`config.mk`:
```
export PLATFORM = sky130hd
export DESIGN_NAME = zzlab_env_regs
export DESIGN_NICKNAME = d
export VERILOG_FILES = /design/src/rtl/zzlab_env_pkg.sv /design/src/rtl/zzlab_env_irq_ctrl.sv /design/src/rtl/zzlab_env_regs.sv
export SDC_FILE = /design/constraint.sdc
export NUM_CORES = 1
export LEC_CHECK = 0
export ABC_AREA = 1
export BUFFER_PORTS_ARGS = -buffer_cell sky130_fd_sc_hd__buf_2
export CORE_MARGIN = 2
export CORE_UTILIZATION = 50
export CTS_CLUSTER_SIZE = 30
export DETAILED_ROUTE_END_ITERATION = 12
export HOLD_SLACK_MARGIN = 0.02
export PLACE_DENSITY = 0.67
export SETUP_SLACK_MARGIN = 0.15
export SKIP_CTS_REPAIR_TIMING = 1
export SYNTH_ARGS = -nofsm -noshare
export SYNTH_HDL_FRONTEND = slang
export SYNTH_SLANG_ARGS = --single-unit
```
`constraint.sdc`:
```
create_clock -name ap_clk -period 3.1 [get_ports ap_clk]
set_input_delay 0.155 -clock ap_clk [delete_from_list [all_inputs] [get_ports ap_clk]]
set_output_delay 0.155 -clock ap_clk [all_outputs]
set_load 0.01 [all_outputs]
```
`src/rtl/zzlab_env_pkg.sv`:
```
// Shared constants for the zzlab_env control/status register slave: register
// offsets, AXI responses and FSM state encodings.
package zzlab_env_pkg;

    localparam int OFF_VERSION       = 'h00;
    localparam int OFF_PLATFORM      = 'h04;
    localparam int OFF_BOARD_VERSION = 'h08;
    localparam int OFF_CAPS          = 'h0C;
    localparam int OFF_IRQ_STATUS    = 'h10;
    localparam int OFF_IRQ_ENABLE    = 'h14;
    localparam int OFF_UPTIME_LO     = 'h18;
    localparam int OFF_UPTIME_HI     = 'h1C;
    localparam int OFF_SCRATCH0      = 'h20;

    localparam logic [1:0] RESP_OKAY   = 2'b00;
    localparam logic [1:0] RESP_SLVERR = 2'b10;

    localparam logic [1:0] WRIDLE = 2'd0;
    localparam logic [1:0] WRDATA = 2'd1;
    localparam logic [1:0] WRRESP = 2'd2;

    localparam logic [0:0] RDIDLE = 1'b0;
    localparam logic [0:0] RDDATA = 1'b1;

    function automatic logic [31:0] strb_to_mask(input logic [3:0] strb);
        return {{8{strb[3]}}, {8{strb[2]}}, {8{strb[1]}}, {8{strb[0]}}};
    endfunction

endpackage

```
`src/rtl/zzlab_env_irq_ctrl.sv`:
```
// Interrupt controller: level-sampled sources into a W1C status register,
// strobed enable register, and a registered interrupt output.
module zzlab_env_irq_ctrl
    import zzlab_env_pkg::*;
#(
    parameter int NUM_IRQ = 8
) (
    input  logic               clk_i,
    input  logic               rst_n_i,
    input  logic [NUM_IRQ-1:0] irq_src_i,
    input  logic [NUM_IRQ-1:0] w1c_mask_i,
    input  logic               en_we_i,
    input  logic [NUM_IRQ-1:0] en_mask_i,
    input  logic [NUM_IRQ-1:0] en_data_i,
    output logic [NUM_IRQ-1:0] status_o,
    output logic [NUM_IRQ-1:0] enable_o,
    output logic               irq_o
);

    logic [NUM_IRQ-1:0] status_q, status_d;
    logic [NUM_IRQ-1:0] enable_q, enable_d;
    logic               irq_q;

    // A new event on a source beats a simultaneous clear of the same bit.
    always_comb begin
        status_d = (status_q & ~w1c_mask_i) | irq_src_i;
        enable_d = enable_q;
        if (en_we_i) begin
            enable_d = (enable_q & ~en_mask_i) | (en_data_i & en_mask_i);
        end
    end

    always_ff @(posedge clk_i or negedge rst_n_i) begin
        if (!rst_n_i) begin
            status_q <= '0;
            enable_q <= '0;
            irq_q    <= 1'b0;
        end else begin
            status_q <= status_d;
            enable_q <= enable_d;
            irq_q    <= |(status_q & enable_q);
        end
    end

    assign status_o = status_q;
    assign enable_o = enable_q;
    assign irq_o    = irq_q;

endmodule

```
`src/rtl/zzlab_env_regs.sv`:
```
// AXI4-Lite control/status register slave for the zzlab_env hierarchy.
// Optional 64-bit uptime counter built only when ZZLAB_ENV_UPTIME_EN is defined.
//
// state  | meaning
// WRIDLE | waiting for write address (AWREADY)
// WRDATA | address latched, waiting for write data (WREADY)
// WRRESP | write done, holding BVALID until BREADY
// RDIDLE | waiting for read address (ARREADY)
// RDDATA | read data registered, holding RVALID until RREADY
module zzlab_env_regs
    import zzlab_env_pkg::*;
#(
    parameter int          C_S_AXI_ADDR_WIDTH = 8,
    parameter int          C_S_AXI_DATA_WIDTH = 32,
    parameter logic [31:0] C_VERSION          = 32'h25020401,
    parameter logic [31:0] C_PLATFORM         = "VPRO",
    parameter logic [31:0] C_BOARD_VERSION    = 32'h00020101,
    parameter int          NUM_SCRATCH        = 4,
    parameter int          NUM_IRQ            = 8
) (
    input  logic                            ap_clk,
    input  logic                            ap_rst_n,
    input  logic                            s_axi_control_AWVALID,
    output logic                            s_axi_control_AWREADY,
    input  logic [C_S_AXI_ADDR_WIDTH-1:0]   s_axi_control_AWADDR,
    input  logic                            s_axi_control_WVALID,
    output logic                            s_axi_control_WREADY,
    input  logic [C_S_AXI_DATA_WIDTH-1:0]   s_axi_control_WDATA,
    input  logic [C_S_AXI_DATA_WIDTH/8-1:0] s_axi_control_WSTRB,
    output logic                            s_axi_control_BVALID,
    input  logic                            s_axi_control_BREADY,
    output logic [1:0]                      s_axi_control_BRESP,
    input  logic                            s_axi_control_ARVALID,
    output logic                            s_axi_control_ARREADY,
    input  logic [C_S_AXI_ADDR_WIDTH-1:0]   s_axi_control_ARADDR,
    output logic                            s_axi_control_RVALID,
    input  logic                            s_axi_control_RREADY,
    output logic [C_S_AXI_DATA_WIDTH-1:0]   s_axi_control_RDATA,
    output logic [1:0]                      s_axi_control_RRESP,
    input  logic [NUM_IRQ-1:0]              irq_src,
    output logic                            interrupt
);

    localparam int IDXW = C_S_AXI_ADDR_WIDTH - 2;

`ifdef ZZLAB_ENV_UPTIME_EN
    localparam logic UPTIME_CAP = 1'b1;
`else
    localparam logic UPTIME_CAP = 1'b0;
`endif
    localparam logic [31:0] CAPS_VAL = {UPTIME_CAP, 20'd0, 6'(NUM_IRQ), 5'(NUM_SCRATCH)};

    function automatic logic [IDXW-1:0] word_idx(input int off);
        return IDXW'(off >> 2);
    endfunction

    logic            rst_done_q;
    logic [1:0]      wstate_q, wstate_d;
    logic [IDXW-1:0] widx_q;
    logic [1:0]      bresp_q;
    logic [0:0]      rstate_q, rstate_d;
    logic [31:0]     rdata_q;
    logic [1:0]      rresp_q;
    logic [31:0]     scratch_q [NUM_SCRATCH];

    logic [IDXW-1:0]    ridx;
    logic               aw_fire, w_fire, ar_fire;
    logic [31:0]        wmask, wbits;
    logic               wr_hit, rd_hit;
    logic [31:0]        rd_data;
    logic [NUM_IRQ-1:0] irq_status, irq_enable, w1c_mask;
    logic               en_we;
    logic [31:0]        status32, enable32;
    logic               unused_addr_lsbs;

    assign unused_addr_lsbs = ^{s_axi_control_AWADDR[1:0], s_axi_control_ARADDR[1:0]};

    // Readies stay low until the first clock after reset release.
    always_ff @(posedge ap_clk or negedge ap_rst_n) begin
        if (!ap_rst_n) rst_done_q <= 1'b0;
        else           rst_done_q <= 1'b1;
    end

    assign s_axi_control_AWREADY = rst_done_q & (wstate_q == WRIDLE);
    assign s_axi_control_WREADY  = (wstate_q == WRDATA);
    assign s_axi_control_BVALID  = (wstate_q == WRRESP);
    assign s_axi_control_BRESP   = bresp_q;
    assign s_axi_control_ARREADY = rst_done_q & (rstate_q == RDIDLE);
    assign s_axi_control_RVALID  = (rstate_q == RDDATA);
    assign s_axi_control_RDATA   = rdata_q;
    assign s_axi_control_RRESP   = rresp_q;

    assign aw_fire = s_axi_control_AWVALID & s_axi_control_AWREADY;
    assign w_fire  = s_axi_control_WVALID & s_axi_control_WREADY;
    assign ar_fire = s_axi_control_ARVALID & s_axi_control_ARREADY;
    assign ridx    = s_axi_control_ARADDR[C_S_AXI_ADDR_WIDTH-1:2];
    assign wmask   = strb_to_mask(s_axi_control_WSTRB);
    assign wbits   = s_axi_control_WDATA & wmask;

    always_comb begin
        wstate_d = wstate_q;
        case (wstate_q)
            WRIDLE:  if (aw_fire) wstate_d = WRDATA;
            WRDATA:  if (s_axi_control_WVALID) wstate_d = WRRESP;
            WRRESP:  if (s_axi_control_BREADY) wstate_d = WRIDLE;
            default: wstate_d = WRIDLE;
        endcase
    end

    // RO registers count as mapped: writes to them are dropped but answer OKAY.
    always_comb begin
        wr_hit = (widx_q <= word_idx(OFF_IRQ_ENABLE));
`ifdef ZZLAB_ENV_UPTIME_EN
        if (widx_q == word_idx(OFF_UPTIME_LO) || widx_q == word_idx(OFF_UPTIME_HI)) wr_hit = 1'b1;
`endif
        for (int i = 0; i < NUM_SCRATCH; i++) begin
            if (widx_q == word_idx(OFF_SCRATCH0 + 4 * i)) wr_hit = 1'b1;
        end
    end

    always_ff @(posedge ap_clk or negedge ap_rst_n) begin
        if (!ap_rst_n) begin
            wstate_q <= WRIDLE;
            widx_q   <= '0;
            bresp_q  <= RESP_OKAY;
        end else begin
            wstate_q <= wstate_d;
            if (aw_fire) widx_q <= s_axi_control_AWADDR[C_S_AXI_ADDR_WIDTH-1:2];
            if (w_fire)  bresp_q <= wr_hit ? RESP_OKAY : RESP_SLVERR;
        end
    end

    always_ff @(posedge ap_clk or negedge ap_rst_n) begin
        if (!ap_rst_n) begin
            for (int i = 0; i < NUM_SCRATCH; i++) scratch_q[i] <= '0;
        end else if (w_fire) begin
            for (int i = 0; i < NUM_SCRATCH; i++) begin
                if (widx_q == word_idx(OFF_SCRATCH0 + 4 * i)) begin
                    scratch_q[i] <= (scratch_q[i] & ~wmask) | wbits;
                end
            end
        end
    end

    assign w1c_mask = (w_fire && widx_q == word_idx(OFF_IRQ_STATUS)) ? wbits[NUM_IRQ-1:0] : '0;
    assign en_we    = w_fire && (widx_q == word_idx(OFF_IRQ_ENABLE));

    zzlab_env_irq_ctrl #(
        .NUM_IRQ (NUM_IRQ)
    ) u_irq (
        .clk_i      (ap_clk),
        .rst_n_i    (ap_rst_n),
        .irq_src_i  (irq_src),
        .w1c_mask_i (w1c_mask),
        .en_we_i    (en_we),
        .en_mask_i  (wmask[NUM_IRQ-1:0]),
        .en_data_i  (s_axi_control_WDATA[NUM_IRQ-1:0]),
        .status_o   (irq_status),
        .enable_o   (irq_enable),
        .irq_o      (interrupt)
    );

`ifdef ZZLAB_ENV_UPTIME_EN
    logic [63:0] uptime_q;
    logic [31:0] uptime_hi_q;

    // HI is a shadow captured by the LO read so a LO/HI pair is coherent.
    always_ff @(posedge ap_clk or negedge ap_rst_n) begin
        if (!ap_rst_n) begin
            uptime_q    <= '0;
            uptime_hi_q <= '0;
        end else begin
            uptime_q <= uptime_q + 64'd1;
            if (ar_fire && ridx == word_idx(OFF_UPTIME_LO)) uptime_hi_q <= uptime_q[63:32];
        end
    end
`endif

    always_comb begin
        status32 = '0;
        enable32 = '0;
        status32[NUM_IRQ-1:0] = irq_status;
        enable32[NUM_IRQ-1:0] = irq_enable;
    end

    always_comb begin
        rd_data = '0;
        rd_hit  = 1'b1;
        if      (ridx == word_idx(OFF_VERSION))       rd_data = C_VERSION;
        else if (ridx == word_idx(OFF_PLATFORM))      rd_data = C_PLATFORM;
        else if (ridx == word_idx(OFF_BOARD_VERSION)) rd_data = C_BOARD_VERSION;
        else if (ridx == word_idx(OFF_CAPS))          rd_data = CAPS_VAL;
        else if (ridx == word_idx(OFF_IRQ_STATUS))    rd_data = status32;
        else if (ridx == word_idx(OFF_IRQ_ENABLE))    rd_data = enable32;
`ifdef ZZLAB_ENV_UPTIME_EN
        else if (ridx == word_idx(OFF_UPTIME_LO))     rd_data = uptime_q[31:0];
        else if (ridx == word_idx(OFF_UPTIME_HI))     rd_data = uptime_hi_q;
`endif
        else begin
            rd_hit = 1'b0;
            for (int i = 0; i < NUM_SCRATCH; i++) begin
                if (ridx == word_idx(OFF_SCRATCH0 + 4 * i)) begin
                    rd_data = scratch_q[i];
                    rd_hit  = 1'b1;
                end
            end
        end
    end

    always_comb begin
        rstate_d = rstate_q;
        case (rstate_q)
            RDIDLE:  if (ar_fire) rstate_d = RDDATA;
            RDDATA:  if (s_axi_control_RREADY) rstate_d = RDIDLE;
            default: rstate_d = RDIDLE;
        endcase
    end

    always_ff @(posedge ap_clk or negedge ap_rst_n) begin
        if (!ap_rst_n) begin
            rstate_q <= RDIDLE;
            rdata_q  <= '0;
            rresp_q  <= RESP_OKAY;
        end else begin
            rstate_q <= rstate_d;
            if (ar_fire) begin
                rdata_q <= rd_data;
                rresp_q <= rd_hit ? RESP_OKAY : RESP_SLVERR;
            end
        end
    end

endmodule

```
==> impl_metrics.json, run 1 <==
{
  "status": "completed",
  "cp.arrival_ns": 2.61,
  "p_leak_nw": 5.10,
  "grt_use_total_pct": 23.9,
  "ys_seq_area_share_pct": 53.8,
  "pwr_density_cell_nw_per_um2": 551,
  "drt_pass1_iterations": 5,
  "synth_seq_cells": 189,
  "nets": 1160,
  "numCtsBuffers": 17,
  "cts_tree": "built",
  "path_max_fanout": 16,
  "finalHoldViolations": 0,
  "viasPerCell": 5.25,
  "syn_area_per_cell_um2": 8.95,
  "ctsLongestPathBuffers": 2,
  "hpwlAfterDp_um": 14000,
  "nFillCells": 1600,
  "ys_types": 35,
  "vdd_drop_max_v": 0.000380,
  "path_clk_slew_ns": 0.07,
  "period_minus_slack_ns": 2.31,
  "die_width_um": 137,
  "drt-total-wl_um": 21500,
  "rsz0062_at_grt": "false",
  "ant_nets": 0,
  "synthesis.area_um2": 8790,
  "clock-root-buffer": "clkbuf_16",
  "num_vias": 6992,
  "total_power_mw": 5.60,
  "fmax_mhz": 432,
  "slew-limit-headroom_pct": 50.1,
  "hp-class": "in -> reg",
  "end_kind": "register",
  "core_area_um2": 17200,
  "grt_max_degree": 83,
  "avgRoutedWirePerCell_um": 16.1,
  "chipHeight_um": 137,
  "antenna_found_initial": 0,
  "drc": 0,
  "clk_latency_ns": 0.43,
  "grt_pass1_wl_um": 34600,
  "setup_viol": 0,
  "start_kind": "register",
  "criticalPathCategory": "reg -> reg",
  "initialDrtViolationCount": 592,
  "initial_core_util_pct": 51.0,
  "row_count": 48,
  "ios": 109,
  "finalClockSkew_ns": 0.0110,
  "max-cap-violations": 0,
  "fin_setup_tns_ns": 0,
  "area_growth_pct": 15.6,
  "worstPathRequired_ns": 3.40,
  "grt-ovfl-total": 0,
  "port_buffers": 102,
  "finalCritPeriodShare_pct": 74.6,
  "h-tree-depth": 4,
  "grt_pass1_vias": 6669,
  "synthCells": 982,
  "place.gp.congestion": 0.818,
  "ys.warnings.count": 0,
  "clock-sinks": 189,
  "drive_above_1_share_pct": 24.1,
  "dieArea_um2": 18700,
  "tightest_slew_ns": 0.746,
  "drv_slew": 0
}
[metal layers]
metal  vias to the layer above  wire, um  track usage (%)
met4                         0       318             5.44
met2                       171     10000             37.6
met5                         -         0                0
met3                        29      1020             4.41
li1                       3445         -                -
met1                      3347     10100             34.7
[cell usage in the layout, fill, tap and decap left out, types with 7 or more instances in the layout]
| master | count |
|---|---|
| a21oi_1 | 24 |
| buf_2 | 101 |
| buf_4 | 14 |
| clkbuf_16 | 17 |
| dfrtp_1 | 189 |
| dlygate4sd3_1 | 18 |
| inv_1 | 67 |
| nand2_1 | 277 |
| nand2_2 | 12 |
| nand3_1 | 10 |
| nand4_1 | 7 |
| nor2_1 | 46 |
| o21ai_0 | 110 |
| o21ai_1 | 58 |
| o21ai_2 | 74 |
| o31ai_1 | 8 |
| or2_2 | 12 |
[synth_stat cells]
cell	count	area (um2)
or2_0	2	12.5
o21ai_1	58	290
nand3b_1	1	7.51
nor3_1	4	20.0
nand2_2	12	75.1
a21boi_1	4	30.0
a22oi_1	3	22.5
clkbuf_1	15	56.3
nand2_1	277	1040
mux2_2	3	33.8
dfrtp_1	189	4730
nor3b_1	1	7.51
o22ai_1	1	6.26
a221oi_1	2	17.5
nand4_1	7	43.8
or2_2	12	75.1
a21oi_1	24	120
o21ai_2	74	648
buf_6	16	180
conb_1	2	7.51
nor2_4	4	45.0
nor4_2	1	12.5
nand2_4	2	22.5
o31ai_1	8	60.1
buf_4	6	45.0
inv_1	67	251
nor4_4	3	63.8
nand3_1	10	50.1
nor2_1	46	173
o21bai_1	2	15.0
nor2_2	4	25.0
buf_1	2	7.51
o21ai_0	110	551
buf_2	5	25.0
inv_2	5	18.8
[through the flow]
stage / hold WS [ns] / instances / setup slack, ns / cell area, um2 / util (%)
after floorplan: -0.141 / 983 / 1.50 / 8790 / -
after global placement: 0.246 / 1281 / 0.819 / 9400 / 54.6
after detailed placement: 0.250 / 1281 / 0.797 / 9400 / 54.6
after CTS: -0.203 / 1313 / 0.782 / 9980 / 57.9
after global routing: 0.0610 / 1331 / 0.588 / 10200 / 58.9
final: 0.0462 / 1332 / 0.787 / 10200 / 59.0
[critical path, cell delays in order (launching register included)]
cell,delay (ns)
dfrtp_1,0.38
nor2_1,0.19
inv_1,0.08
nor2_1,0.08
inv_1,0.15
nor4_2,0.41
nand2_1,0.58
nand2_1,0.23
o21ai_2,0.07
[worst paths after layout]
kind / slack (ns) / endpoint / from / cells past startpoint
setup / recovery: 0.79 / register / widx_q[5]$_DFFE_PN0P_ / 8
hold / removal: 0.05 / register / s_axi_control_WDATA[31] / 3
setup reg to reg: 0.79 / register / widx_q[5]$_DFFE_PN0P_ / 8
hold reg to reg: 0.47 / s_axi_control_RDATA[5]$_DFFE_PN0P_ / s_axi_control_RDATA[5]$_DFFE_PN0P_ / 2
max in group asynchronous: 1.83 / asynchronous set/reset pin / ap_rst_n / 3
min in group asynchronous: 0.33 / u_irq.status_o[5]$_DFF_PN0_ / ap_rst_n / 2
[kinds of logic (layout without fill, tap and decap cells)]
logic type | after synthesis | in the layout | synth area share (%)
buffers and inverters | 116 | 239 | 6.65
muxes | 3 | 3 | 0.384
and+or+nand+nor | 386 | 386 | 19.0
AOI/OAI and AO/OA | 286 | 286 | 20.0
DFF | 189 | 189 | 53.8
other | 2 | 4 | 0.0855
[area by class of cell]
class                   instances  area, um2  share of cell area (%)
flip-flops and latches        189       4730                    46.5
clock buffers                  24        492                    4.84
repair buffers                135        825                    8.11
well taps                     225        282                    2.77
clock inverters                 8       83.8                   0.825
multi-input cells             678       3480                    34.2
inverters                      72        270                    2.66
diodes                          1       2.50                  0.0246
[power breakdown]
group	internal [mW]	switching [mW]	total, mW	leakage (nW)
clock	1.20	0.926	2.12	0.273
sequential	2.68	0.133	2.81	2.55
combinational	0.259	0.406	0.666	2.28
Note: power is estimated with default switching activity, not from simulation.
==> inputs of run 2 (changes only) <==
--- a/config.mk
+++ b/config.mk
@@ -5,14 +5,14 @@
 export SDC_FILE = /design/constraint.sdc
 export NUM_CORES = 1
 export LEC_CHECK = 0
-export ABC_AREA = 1
+export ABC_AREA = 0
 export BUFFER_PORTS_ARGS = -buffer_cell sky130_fd_sc_hd__buf_2
 export CORE_MARGIN = 2
 export CORE_UTILIZATION = 50
 export CTS_CLUSTER_SIZE = 30
 export DETAILED_ROUTE_END_ITERATION = 12
 export HOLD_SLACK_MARGIN = 0.02
-export PLACE_DENSITY = 0.67
+export PLACE_DENSITY = 0.7
 export SETUP_SLACK_MARGIN = 0.15
 export SKIP_CTS_REPAIR_TIMING = 1
 export SYNTH_ARGS = -nofsm -noshare
==> constraint.sdc (replaced) <==
create_clock -name ap_clk -period 1.9 [get_ports ap_clk]
set_input_delay 0.095 -clock ap_clk [delete_from_list [all_inputs] [get_ports ap_clk]]
set_output_delay 0.095 -clock ap_clk [all_outputs]
set_load 0.01 [all_outputs]
==> run 2 against run 1 <==
- first-iteration DRC count shrank 40%
- register-to-register slack worse by 0.88 ns
- power up 73%
- wire length down 5.5%
- the flow now finishes with violations (setup timing)
- combinational power rose by 130%
- via count shrank 20%
- final cell count fell by 26%
- critical path depth is 2 lower
- sequential power grew 68%
- sequential share of layout area down 2.4 points
==> impl_metrics.json, run 2 <==
{
  "r2r_setup_slack_ns": -0.09,
  "core_area_um2": 16500,
  "wl_met1_um": 8500,
  "clk_latency_ns": 0.43,
  "clock-sinks": 189,
  "ios": 109,
  "drt_pass1_iterations": 4,
  "reg2regPathDepth": 6,
  "synth-main-ff-cell": "dfrtp_1",
  "crit_path_start": "widx_q[5]$_DFFE_PN0P_",
  "synth_edf_count": 0,
  "synth_seq_cells": 189,
  "finalCritPeriodShare_pct": 105,
  "power.share.clock_pct": 35.3,
  "whs_path_depth": 3,
  "ys.warnings.count": 0,
  "ctsLongestPathBuffers": 2,
  "drv_slew": 0,
  "tightest_slew_ns": 0.515,
  "end_kind": "register",
  "final_cell_mix": "dfrtp_1, mux2_2, buf_2",
  "grt_pass1_wl_um": 31300,
  "wl_met2_um": 10500,
  "synthesis.area_um2": 8390,
  "grt_max_degree": 57,
  "period_minus_slack_ns": 1.99,
  "netlist.area_leader.share_pct": 56.4,
  "finalClockSkew_ns": 0.00519,
  "pwr_density_cell_nw_per_um2": 904,
  "drive_above_1_share_pct": 47.7,
  "initial_core_util_pct": 50.9,
  "vdd_drop_max_v": 0.000710,
  "hp-class": "in -> reg",
  "seqPwrFrac_pct": 48.8,
  "top_layer": "met4",
  "switching_power_mw": 2.53,
  "mostFrequentLayoutCell": "dfrtp_1",
  "die_width_um": 134,
  "path_clk_slew_ns": 0.07,
  "fmax_mhz": 502,
  "regArea_um2": 4730,
  "worstPathRequired_ns": 2.22,
  "dieArea_um2": 17800,
  "initialDrtViolationCount": 358,
  "criticalPathCategory": "reg -> reg",
  "port_buffers": 102,
  "nFillCells": 1181,
  "numCtsBuffers": 17,
  "synth_commonest_cells": "dfrtp_1, mux2_2, mux4_2",
  "drt-total-wl_um": 20300,
  "synth_area_leader_cell": "dfrtp_1",
  "async_flop_share_pct": 100,
  "finalHoldViolations": 0,
  "drc": 0,
  "status": "complete, but fails checks",
  "fin_util_pct": 65.1,
  "cts_tree": "built",
  "path_max_fanout": 10,
  "multi_input_area_um2": 3670,
  "clock-root-buffer": "clkbuf_16",
  "chipHeight_um": 134,
  "setup_viol": 81,
  "area_growth_pct": 27.8,
  "ys_seq_area_share_pct": 56.4,
  "hpwlAfterDp_um": 13800,
  "h-tree-depth": 4,
  "place.gp.congestion": 0.799,
  "regToRegStartpoint": "widx_q[5]$_DFFE_PN0P_",
  "whs_ns": 0.0144,
  "nets": 815,
  "grt_use_total_pct": 23.2,
  "start_kind": "register",
  "worst_slack_ns": -0.0912,
  "pre_cts_slack_ns": -0.119,
  "grt-ovfl-total": 0,
  "ant_nets": 0,
  "slew-limit-headroom_pct": 65.6,
  "wl_met3_um": 914,
  "grt_pass1_vias": 5758,
  "violations": "setup timing",
  "avgRoutedWirePerCell_um": 20.7,
  "cp.arrival_ns": 2.31,
  "rsz0062_at_grt": "true",
  "holdPathEnd": "u_irq.status_o[0]$_DFF_PN0_",
  "syn_area_per_cell_um2": 14.8,
  "row_count": 47,
  "yosys.cell_count.top_type": "dfrtp_1",
  "switching_share_pct": 26.1,
  "viasPerCell": 5.69,
  "max-cap-violations": 0,
  "p_leak_nw": 5.21,
  "p_int_mw": 7.16,
  "num_vias": 5591,
  "ys_top_cells_by_area": "dfrtp_1, mux2_2, mux4_2",
  "combPwrFrac_pct": 16.0,
  "antenna_found_initial": 3,
  "holdCritStartpoint": "s_axi_control_WDATA[0]",
  "ys_types": 48,
  "total_power_mw": 9.69,
  "synthCells": 566
}
==> run 2: changes by cell type after synthesis, sizes merged, moves of 14 or more <==
cell | before | now
nor2 | 54 | 10
mux2 | 3 | 142
nand2 | 291 | 31
or2 | 14 | 0
inv | 72 | 5
mux4 | 0 | 32
o21ai | 242 | 9
==> run 2: cells by family after synthesis <==
logic type / count (synthesis) / synth area share (%)
flip-flops: 189 / 56.4
multiplexers: 177 / 28.0
AND/OR/NAND/NOR: 88 / 7.40
AO/OA/AOI/OAI: 74 / 6.01
buffers and inverters: 35 / 2.01
other: 2 / 0.0895
XOR/XNOR: 1 / 0.104
==> run 2: worst max-delay path by stage <==
stage          slack (ns)  endpoint  cells past startpoint
2_1_floorplan        0.03  register                      5
3_3_place_gp        -0.06  register                      6
3_5_place_dp        -0.12  register                      6
4_1_cts             -0.13  register                      6
5_1_grt             -0.16  register                      6
6_report            -0.09  register                      6
==> run 2: stage by stage <==
step | instance area, um2 | std cells | TNS (ns)
2_1_floorplan | 8520 | 567 | 0
3_3_place_gp | 9570 | 898 | -2.90
3_5_place_dp | 9570 | 898 | -8.01
4_1_cts | 10100 | 930 | -9.10
5_1_grt | 10700 | 982 | -12.57
6_report | 10700 | 983 | -4.88
==> run 2: metal layers <==
layer	vias up	track usage, %
li1	2500	-
met1	2889	30.1
met2	166	38.0
met3	36	5.97
met4	0	8.57
met5	-	0
==> run 2: critical path: stages (launching register included) <==
cell	delay [ns]
dfrtp_1	0.38
nand4bb_4	0.25
nor4b_4	0.31
buf_6	0.18
and4b_1	0.27
buf_12	0.15
mux2_2	0.33
==> run 2: power groups by stage <==
stage               clock (mW)  combinational, mW  sequential, mW
floorplan                    0              0.864            4.75
global placement             0               1.37            4.76
detailed placement           0               1.43            4.80
CTS                       3.48               1.44            4.72
global route              3.64               1.68            4.77
finish                    3.42               1.55            4.73
==> run 2: layout make-up <==
cell class	instances	share of cell area, %
Clock inverter	12	1.04
Multi-Input combinational cell	343	34.3
Sequential cell	189	44.1
Timing Repair Buffer	192	13.6
Clock buffer	20	4.17
Antenna cell	2	0.0467
Inverter	5	0.175
Tap cell	220	2.57
